`src/rtl/axi_aw_before_w_pkg.sv`:
```
// axi_aw_before_w_pkg: shared AXI types for the AW-before-W ordering stage.
// Provides len_t and compact AXI request/response bundles used as defaults.
package axi_aw_before_w_pkg;

    typedef logic [7:0] len_t;

    localparam int unsigned IdW   = 4;
    localparam int unsigned AddrW = 32;
    localparam int unsigned DataW = 32;
    localparam int unsigned StrbW = DataW / 8;

    typedef logic [IdW-1:0]   id_t;
    typedef logic [AddrW-1:0] addr_t;
    typedef logic [DataW-1:0] data_t;
    typedef logic [StrbW-1:0] strb_t;

    typedef struct packed {
        id_t        id;
        addr_t      addr;
        len_t       len;
        logic [2:0] size;
        logic [1:0] burst;
    } aw_chan_t;

    typedef struct packed {
        data_t data;
        strb_t strb;
        logic  last;
        logic  user;
    } w_chan_t;

    typedef struct packed {
        id_t        id;
        logic [1:0] resp;
    } b_chan_t;

    typedef struct packed {
        id_t   id;
        addr_t addr;
        len_t  len;
    } ar_chan_t;

    typedef struct packed {
        id_t        id;
        data_t      data;
        logic [1:0] resp;
        logic       last;
    } r_chan_t;

    typedef struct packed {
        aw_chan_t aw;
        logic     aw_valid;
        w_chan_t  w;
        logic     w_valid;
        logic     b_ready;
        ar_chan_t ar;
        logic     ar_valid;
        logic     r_ready;
    } axi_req_t;

    typedef struct packed {
        logic    aw_ready;
        logic    ar_ready;
        logic    w_ready;
        logic    b_valid;
        b_chan_t b;
        logic    r_valid;
        r_chan_t r;
    } axi_resp_t;

endpackage

```
`src/rtl/axi_aw_before_w_fifo.sv`:
```
// axi_aw_before_w_fifo: small ring-buffer FIFO holding outstanding burst lengths.
// Ports: clk_i/rst_ni, flush_i, full_o/empty_o, push_i+data_i, pop_i+data_o.
module axi_aw_before_w_fifo
    import axi_aw_before_w_pkg::*;
#(
    parameter bit          FALL_THROUGH = 1'b0,
    parameter int unsigned DEPTH        = 4,
    parameter type         dtype        = len_t
) (
    input  logic clk_i,
    input  logic rst_ni,
    input  logic flush_i,
    output logic full_o,
    output logic empty_o,
    input  dtype data_i,
    input  logic push_i,
    output dtype data_o,
    input  logic pop_i
);

    localparam int unsigned PtrW = (DEPTH > 1) ? $clog2(DEPTH) : 1;
    localparam int unsigned CntW = $clog2(DEPTH + 1);

    dtype            mem [DEPTH];
    logic [PtrW-1:0] wr_ptr;
    logic [PtrW-1:0] rd_ptr;
    logic [CntW-1:0] cnt;
    logic            do_push;
    logic            do_pop;

    function automatic logic [PtrW-1:0] next_ptr(input logic [PtrW-1:0] p);
        return (p == PtrW'(DEPTH - 1)) ? '0 : p + PtrW'(1);
    endfunction

    always_comb begin
        full_o  = (cnt == CntW'(DEPTH));
        empty_o = (cnt == '0);
        data_o  = mem[rd_ptr];
        do_push = push_i & ~full_o;
        do_pop  = pop_i & ~empty_o;
        // Fall-through bypasses storage when the entry is consumed at once.
        if (FALL_THROUGH && empty_o && push_i) begin
            data_o  = data_i;
            empty_o = 1'b0;
            if (pop_i) begin
                do_push = 1'b0;
            end
        end
    end

    always_ff @(posedge clk_i or negedge rst_ni) begin
        if (!rst_ni) begin
            wr_ptr <= '0;
            rd_ptr <= '0;
            cnt    <= '0;
        end else if (flush_i) begin
            wr_ptr <= '0;
            rd_ptr <= '0;
            cnt    <= '0;
        end else begin
            if (do_push) begin
                wr_ptr <= next_ptr(wr_ptr);
            end
            if (do_pop) begin
                rd_ptr <= next_ptr(rd_ptr);
            end
            if (do_push && !do_pop) begin
                cnt <= cnt + CntW'(1);
            end else if (!do_push && do_pop) begin
                cnt <= cnt - CntW'(1);
            end
        end
    end

    always_ff @(posedge clk_i) begin
        if (do_push) begin
            mem[wr_ptr] <= data_i;
        end
    end

`ifndef SYNTHESIS
    depth_a: assert property (@(posedge clk_i) DEPTH >= 1);
    push_full_a: assert property (@(posedge clk_i) disable iff (!rst_ni)
        !(push_i && full_o));
    pop_empty_a: assert property (@(posedge clk_i) disable iff (!rst_ni)
        !(pop_i && empty_o));
`endif

endmodule

```
`src/rtl/axi_aw_before_w.sv`:
```
// axi_aw_before_w: holds W beats until their AW has handshaken downstream.
// Ports: clk_i/rst_ni, slv_req_i/slv_resp_o (upstream), mst_req_o/mst_resp_i, err_o.
module axi_aw_before_w
    import axi_aw_before_w_pkg::*;
#(
    parameter int unsigned MaxWTxns = 4,
    parameter type         req_t    = axi_req_t,
    parameter type         resp_t   = axi_resp_t
) (
    input  logic  clk_i,
    input  logic  rst_ni,
    input  req_t  slv_req_i,
    output resp_t slv_resp_o,
    output req_t  mst_req_o,
    input  resp_t mst_resp_i,
    output logic  err_o
);

    logic full;
    logic empty;
    logic push;
    logic pop;
    logic w_hs;
    logic gen_last;
    len_t head_len;
    len_t beat_cnt;
    logic err_q;

    // Full/empty gate both valid and ready so neither side sees a handshake
    // the other did not; they only change on handshakes that end a beat.
    assign push     = slv_req_i.aw_valid & mst_resp_i.aw_ready & ~full;
    assign w_hs     = slv_req_i.w_valid & mst_resp_i.w_ready & ~empty;
    assign gen_last = (beat_cnt == head_len);
    assign pop      = w_hs & gen_last;
    assign err_o    = err_q;

    always_comb begin
        mst_req_o          = slv_req_i;
        mst_req_o.aw_valid = slv_req_i.aw_valid & ~full;
        mst_req_o.w_valid  = slv_req_i.w_valid & ~empty;
        mst_req_o.w.last   = gen_last;
        slv_resp_o          = mst_resp_i;
        slv_resp_o.aw_ready = mst_resp_i.aw_ready & ~full;
        slv_resp_o.w_ready  = mst_resp_i.w_ready & ~empty;
    end

    axi_aw_before_w_fifo #(
        .FALL_THROUGH (1'b0),
        .DEPTH        (MaxWTxns),
        .dtype        (len_t)
    ) i_fifo (
        .clk_i   (clk_i),
        .rst_ni  (rst_ni),
        .flush_i (1'b0),
        .full_o  (full),
        .empty_o (empty),
        .data_i  (slv_req_i.aw.len),
        .push_i  (push),
        .data_o  (head_len),
        .pop_i   (pop)
    );

    always_ff @(posedge clk_i or negedge rst_ni) begin
        if (!rst_ni) begin
            beat_cnt <= '0;
        end else if (w_hs) begin
            beat_cnt <= gen_last ? '0 : beat_cnt + len_t'(1);
        end
    end

    // Upstream last is only cross-checked; the generated last is forwarded.
    always_ff @(posedge clk_i or negedge rst_ni) begin
        if (!rst_ni) begin
            err_q <= 1'b0;
        end else if (w_hs && (slv_req_i.w.last != gen_last)) begin
            err_q <= 1'b1;
        end
    end

`ifndef SYNTHESIS
    txns_a: assert property (@(posedge clk_i) MaxWTxns >= 1);
`endif

endmodule

```
`config.mk`:
```
export PLATFORM = sky130hd
export DESIGN_NAME = axi_aw_before_w
export DESIGN_NICKNAME = d
export VERILOG_FILES = /design/src/rtl/axi_aw_before_w_pkg.sv /design/src/rtl/axi_aw_before_w_fifo.sv /design/src/rtl/axi_aw_before_w.sv
export SDC_FILE = /design/constraint.sdc
export NUM_CORES = 1
export LEC_CHECK = 0
export ABC_CLOCK_PERIOD_IN_PS = 3600
export BUFFER_PORTS_ARGS = -buffer_cell sky130_fd_sc_hd__buf_2
export CORE_AREA = 2 2 145 147
export CTS_BUF_LIST = sky130_fd_sc_hd__clkbuf_8
export CTS_CLUSTER_SIZE = 40
export DETAILED_ROUTE_END_ITERATION = 8
export DIE_AREA = 0 0 147 149
export GPL_ROUTABILITY_DRIVEN = 0
export PLACE_DENSITY_LB_ADDON = 0.25
export SLEW_MARGIN = 25
export SYNTH_ARGS = -nofsm -noshare
export SYNTH_HDL_FRONTEND = slang
export SYNTH_HIERARCHICAL = 1
export SYNTH_SLANG_ARGS = --single-unit
```
`constraint.sdc`:
```
create_clock -name clk_i -period 3.6 [get_ports clk_i]
set_clock_uncertainty 0.2 [all_clocks]
set_input_delay 0.36 -clock clk_i [delete_from_list [all_inputs] [get_ports clk_i]]
set_output_delay 0.36 -clock clk_i [all_outputs]
set_load 0.02 [all_outputs]
```
# Yosys cells after proc, flatten, opt, wreduce, memory -nomap -nowiden
# Memory sizes are Yosys's and may differ from the RTL's.
# Index checks and enable logic that the tools add are counted.
# totals
word_cells,43
ff_bits,16
memories,1
out_inout_bits,187
ram_bits,32
# mem_list
memory,words,width,rd,rd_ports_with_merged_regs,wr,line_no,rtl
i_fifo.mem,4,8,1,0,1,axi_aw_before_w_fifo.sv:24,dtype mem [DEPTH];
# classes
add_sub_neg,5
n_mux,7
n_eq_ne,5
reduce_logical,7
n_bitwise,13
# ops
op,n
1-bit AND,11
"8-bit by 1-bit adder with 8-bit output, second input constant",1
8-bit equality test,1
8-bit two-way mux,1
3-bit two-way mux,2
"2-bit by 1-bit adder with 2-bit output, second input constant",2
"2-bit equality test, second input constant",2
2-bit two-way mux,2
"3-bit by 1-bit adder with 3-bit output, second input constant",1
"3-bit equality test, second input constant",1
1-bit logical AND,3
3-bit zero test,1
"3-bit by 1-bit subtractor with 3-bit output, second input constant",1
1-bit zero test,2
1-bit two-way mux,2
1-bit NOT,2
2-bit nonzero test,1
1-bit != test,1

# Logic depth before layout (Yosys ltp)
# depth
word_depth,8
depth_mapped,13

# Cells and area by module
# The synthesis kept the hierarchy.
# modules_own_cells
module,cells_each,area_each_um2,n_inst
axi_aw_before_w,254,1985.7,1
axi_aw_before_w_fifo,103,1734.2,1

# Worst setup path after synthesis
# OpenSTA, ideal clock, no wires.
# synth_timing
path_kind,register to register
start,reg i_fifo.rd_ptr[0]
end,reg i_fifo.cnt[2]
stages_incl_launch_ff,14
arrival_time_ps,3426
path_slack_ps,-92
n_path_buf,2
period_less_slack_ps,3692
required_ps,3334
path_cell_list,dfrtp_1 > buf_2 > mux4_2 > xnor2_1 > nand4_2 > or2_1 > nor2_1 > clkbuf_2 > o21ai_0 > and3_1 > fa_1 > a21bo_2 > a311oi_1 > o311a_1
# synth_between
elab_chain_cells,7
elab_cells_between_ends,9
# synth_rtl
element,line_no,rtl
from (decl),axi_aw_before_w_fifo.sv:26,logic [PtrW-1:0] rd_ptr;
from (signal assigned),axi_aw_before_w_fifo.sv:65,rd_ptr <= next_ptr(rd_ptr);
memory read 4 x 8 bit (*),n/a,
net head_len[0],axi_aw_before_w.sv:25,len_t head_len;
8-bit equality test (*),axi_aw_before_w.sv:33,assign gen_last = (beat_cnt == head_len);
1-bit AND (*),axi_aw_before_w.sv:34,assign pop = w_hs & gen_last;
net pop,axi_aw_before_w.sv:22,logic pop;
1-bit AND (*),axi_aw_before_w_fifo.sv:40,do_pop = pop_i & ~empty_o;
1-bit zero test,axi_aw_before_w_fifo.sv:67,if (do_push && !do_pop) begin
1-bit logical AND,axi_aw_before_w_fifo.sv:67,
3-bit two-way mux / 2-bit nonzero test (equally long branches),n/a,
to (signal assigned),axi_aw_before_w_fifo.sv:68,cnt <= cnt + CntW'(1);
to (signal assigned),axi_aw_before_w_fifo.sv:70,cnt <= cnt - CntW'(1);
to (decl),axi_aw_before_w_fifo.sv:27,logic [CntW-1:0] cnt;
# Mark *: on every way through the listed nets, which the timed path passes. The rest lies on a longest branch.
# A chain may end at the register's enable or synchronous reset.

# Worst setup path after layout
# Same ends and word-level chain as after synthesis.

==> impl_metrics.py <==
metrics = {
    "placement": {
        "placed_cells": 478,
        "dpl.hpwl_um": 16200,
        "io_buffers": 28,
    },
    "synthesis": {
        "syn-cell-area_mm2": 0.00372,
        "syn_area_per_cell_um2": 10.4,
        "synth_nets": 552,
        "synth_ff_type": "edfxtp_1",
        "synthCells": 357,
        "yosysSeqAreaShare_pct": 36.6,
        "ys_seq_elements": 48,
        "synth_edf_count": 32,
        "yosysWarnings": 6,
        "synthArstFlopShare_pct": 33.3,
        "ys_types": 47,
    },
    "worst_setup_path": {
        "path_cells": "buf_12, mux4_2, xnor2_2, nand4_2, or2_4, nor2_2, o21ai_1, and3_1, fa_2, a21bo_2, a311oi_2, o311a_1",
        "critPathRequiredTime_ns": 3.65,
        "end_kind": "flip-flop",
        "start_kind": "flip-flop",
        "arrival_ns": 3.47,
        "crit_family": "compound AO/OA/AOI/OAI gates",
        "critPathMaxFanout": 9,
        "critical_path_class": "reg -> reg",
        "max_stage_delay_ns": 0.53,
        "path_buf_inv": 1,
        "r2r_slack_ns": 0.18,
        "crit_slowest_cell": "mux4_2",
    },
    "grt": {
        "groute.usage.overall_pct": 15.5,
        "grt_max_degree": 17,
        "grt_pass1_wl_um": 21500,
        "antenna_found_initial": 0,
        "grt-ovfl-total": 0,
        "grt_pass1_vias": 1904,
    },
    "min_path": {
        "min_path_type": "in -> reg",
    },
    "sta": {
        "max_freq_mhz": 293,
        "slew_violations": 0,
        "finalSetupTns_ns": 0,
        "rsz0062_at_grt": "false",
        "min_period_over_period_pct": 94.9,
        "final_hold_viol_count": 0,
        "fin_crit_ns": 3.42,
        "finalSetupViolCount": 0,
    },
    "floorplanning": {
        "start_util_pct": 18.1,
        "die_h_um": 149,
        "die_x_um": 147,
        "die_area_mm2": 0.0219,
        "ios": 375,
        "core.rowCount": 53,
        "coreArea_mm2": 0.0206,
    },
    "clock_tree": {
        "clk_pin_slew_ns": 0.10,
        "cts_tree": "yes",
        "cts-htree-levels": 2,
        "root_buffer": "clkbuf_8",
        "cts_buffer_depth": 2,
        "clk-insertion-delay-late_ns": 0.31,
        "cts.sinks": 48,
        "cts_buffers": 5,
    },
    "power": {
        "vdd_drop_max_mv": 0.147,
        "power.leakage_nw": 1.13,
        "power.total_w": 0.00135,
        "p_per_area_mw_per_mm2": 440,
    },
    "routing": {
        "final_antenna_net_count": 0,
        "firstDrtPassIters": 4,
        "drc": 0,
        "vias": 1841,
        "first_iter_violations": 38,
        "wl_um": 17900,
        "via_per_inst": 3.76,
        "wl_per_cell_um": 36.7,
    },
    "finish": {
        "drive_gt1_share_pct": 33.6,
        "multiInputGateArea_um2": 970,
        "fillers": 2336,
        "instances_no_fill": 489,
        "antenna_cells": 0,
        "seq_area_mm2": 0.00136,
        "area_growth_pct": -17.7,
        "fin_nets": 408,
    },
    "run": {
        "max-cap-violations": 0,
    },
    "outcome": {
        "status": "finished, final reports clean",
    },
}
Yosys cell counts, types with 2 or more instances:
| library cell | count | area, um2 |
|---|---|---|
| edfxtp_1 | 32 | 961 |
| nand3_1 | 3 | 15.0 |
| and3_1 | 6 | 37.5 |
| nand3b_1 | 3 | 22.5 |
| nor2_1 | 9 | 33.8 |
| dfrtp_1 | 16 | 400 |
| nand4_2 | 2 | 25.0 |
| o311ai_1 | 3 | 26.3 |
| or3_1 | 2 | 12.5 |
| inv_1 | 6 | 22.5 |
| ha_1 | 6 | 75.1 |
| nor2b_1 | 5 | 31.3 |
| nor3_1 | 2 | 10.0 |
| and2_1 | 2 | 12.5 |
| mux2_4 | 3 | 45.0 |
| mux4_2 | 8 | 180 |
| nand2_1 | 15 | 56.3 |
| buf_4 | 182 | 1370 |
| a21oi_1 | 4 | 20.0 |
| o21ai_0 | 7 | 35.0 |
| mux2i_1 | 2 | 20.0 |
| o211ai_1 | 3 | 22.5 |
| xnor2_1 | 8 | 70.1 |
| or2_2 | 4 | 25.0 |
| buf_1 | 2 | 7.51 |
per-stage QoR:
step	utilization [%]	setup WS, ns	hold WS [ns]	area [um2]
global route	14.9	0.00507	0.0652	3060
detailed placement	13.9	0.0248	0.129	2860
CTS	14.7	0.0728	0.0558	3010
finish	14.9	0.185	0.0725	3060
floorplan	-	0.0138	-0.136	3730
global placement	13.9	0.112	0.123	2860
flip-flops by register name, indices dropped and copies added, names as in the netlist:
| signal | cells |
|---|---|
| i_fifo/cnt | 3 |
| i_fifo/mem | 32 |
| i_fifo/wr_ptr | 2 |
| beat_cnt | 8 |
| err_o | 1 |
| i_fifo/rd_ptr | 2 |
final cells by class:
class                           instances  share of cell area, %
Clock buffer                            5                   2.25
Clock inverter                          3                   2.25
Inverter                                7                  0.858
Multi-Input combinational cell        114                   31.7
Sequential cell                        48                   44.5
Tap cell                              275                   11.2
Timing Repair Buffer                   37                   7.27
power by group:
part	switching [W]	internal (W)	leakage (nW)	total (W)
Clock	0.000195	0.000280	0.0687	0.000474
Combinational	0.000116	0.000100	0.588	0.000216
Sequential	0.0000377	0.000618	0.474	0.000656
timing repair:
action / in CTS / in global routing
buffers inserted: 0 / 2
pin swaps: 0 / 2
setup endpoints to repair: 1 / 1
hold buffers: 1 / 0
resized for setup: 1 / 7
endpoints found under the hold margin: 16 / 0
final timing paths:
kind,to,depth (start not counted),startpoint
max,i_fifo/cnt[2],12,i_fifo/rd_ptr[0]
min,i_fifo/mem[2][3],1,slv_req_i[95]
max reg2reg,i_fifo/cnt[2],12,i_fifo/rd_ptr[0]
min reg2reg,err_o,1,err_o
max in group asynchronous,beat_cnt[0],2,rst_ni
min in group asynchronous,i_fifo/wr_ptr[0],2,rst_ni
metal layers:
layer,GRT usage [%],wire (um),vias up
met2,19.5,6750,250
li1,-,-,729
met5,0,0,-
met1,10.5,4040,842
met4,4.09,425,0
met3,27.6,6710,20
worst register-to-register path, cell delays in order (launching register included):
cell	delay (ns)
dfrtp_1	0.38
buf_12	0.15
mux4_2	0.53
xnor2_2	0.18
nand4_2	0.13
or2_4	0.28
nor2_2	0.12
o21ai_1	0.10
and3_1	0.22
fa_2	0.39
a21bo_2	0.23
a311oi_2	0.27
o311a_1	0.19
cells by family after synthesis:
kind of cell	synth area share, %
compound gates	5.08
xor+xnor	1.88
fa+ha+maj	2.56
buf+inv	38.3
flops	36.6
mux	6.59
other cells	0.101
simple gates	8.88
placed cells by master, fill, tap and decap left out, types with 6 or more instances in the layout:
| master | instances |
|---|---|
| edfxtp_1 | 32 |
| nand2_1 | 15 |
| dfrtp_1 | 16 |
| buf_2 | 28 |
| nor2_1 | 8 |
| and3_1 | 6 |
| o21ai_0 | 6 |
| mux4_2 | 8 |
| buf_4 | 7 |
| inv_1 | 6 |
| ha_1 | 6 |
(Power assumes the default switching activity.)
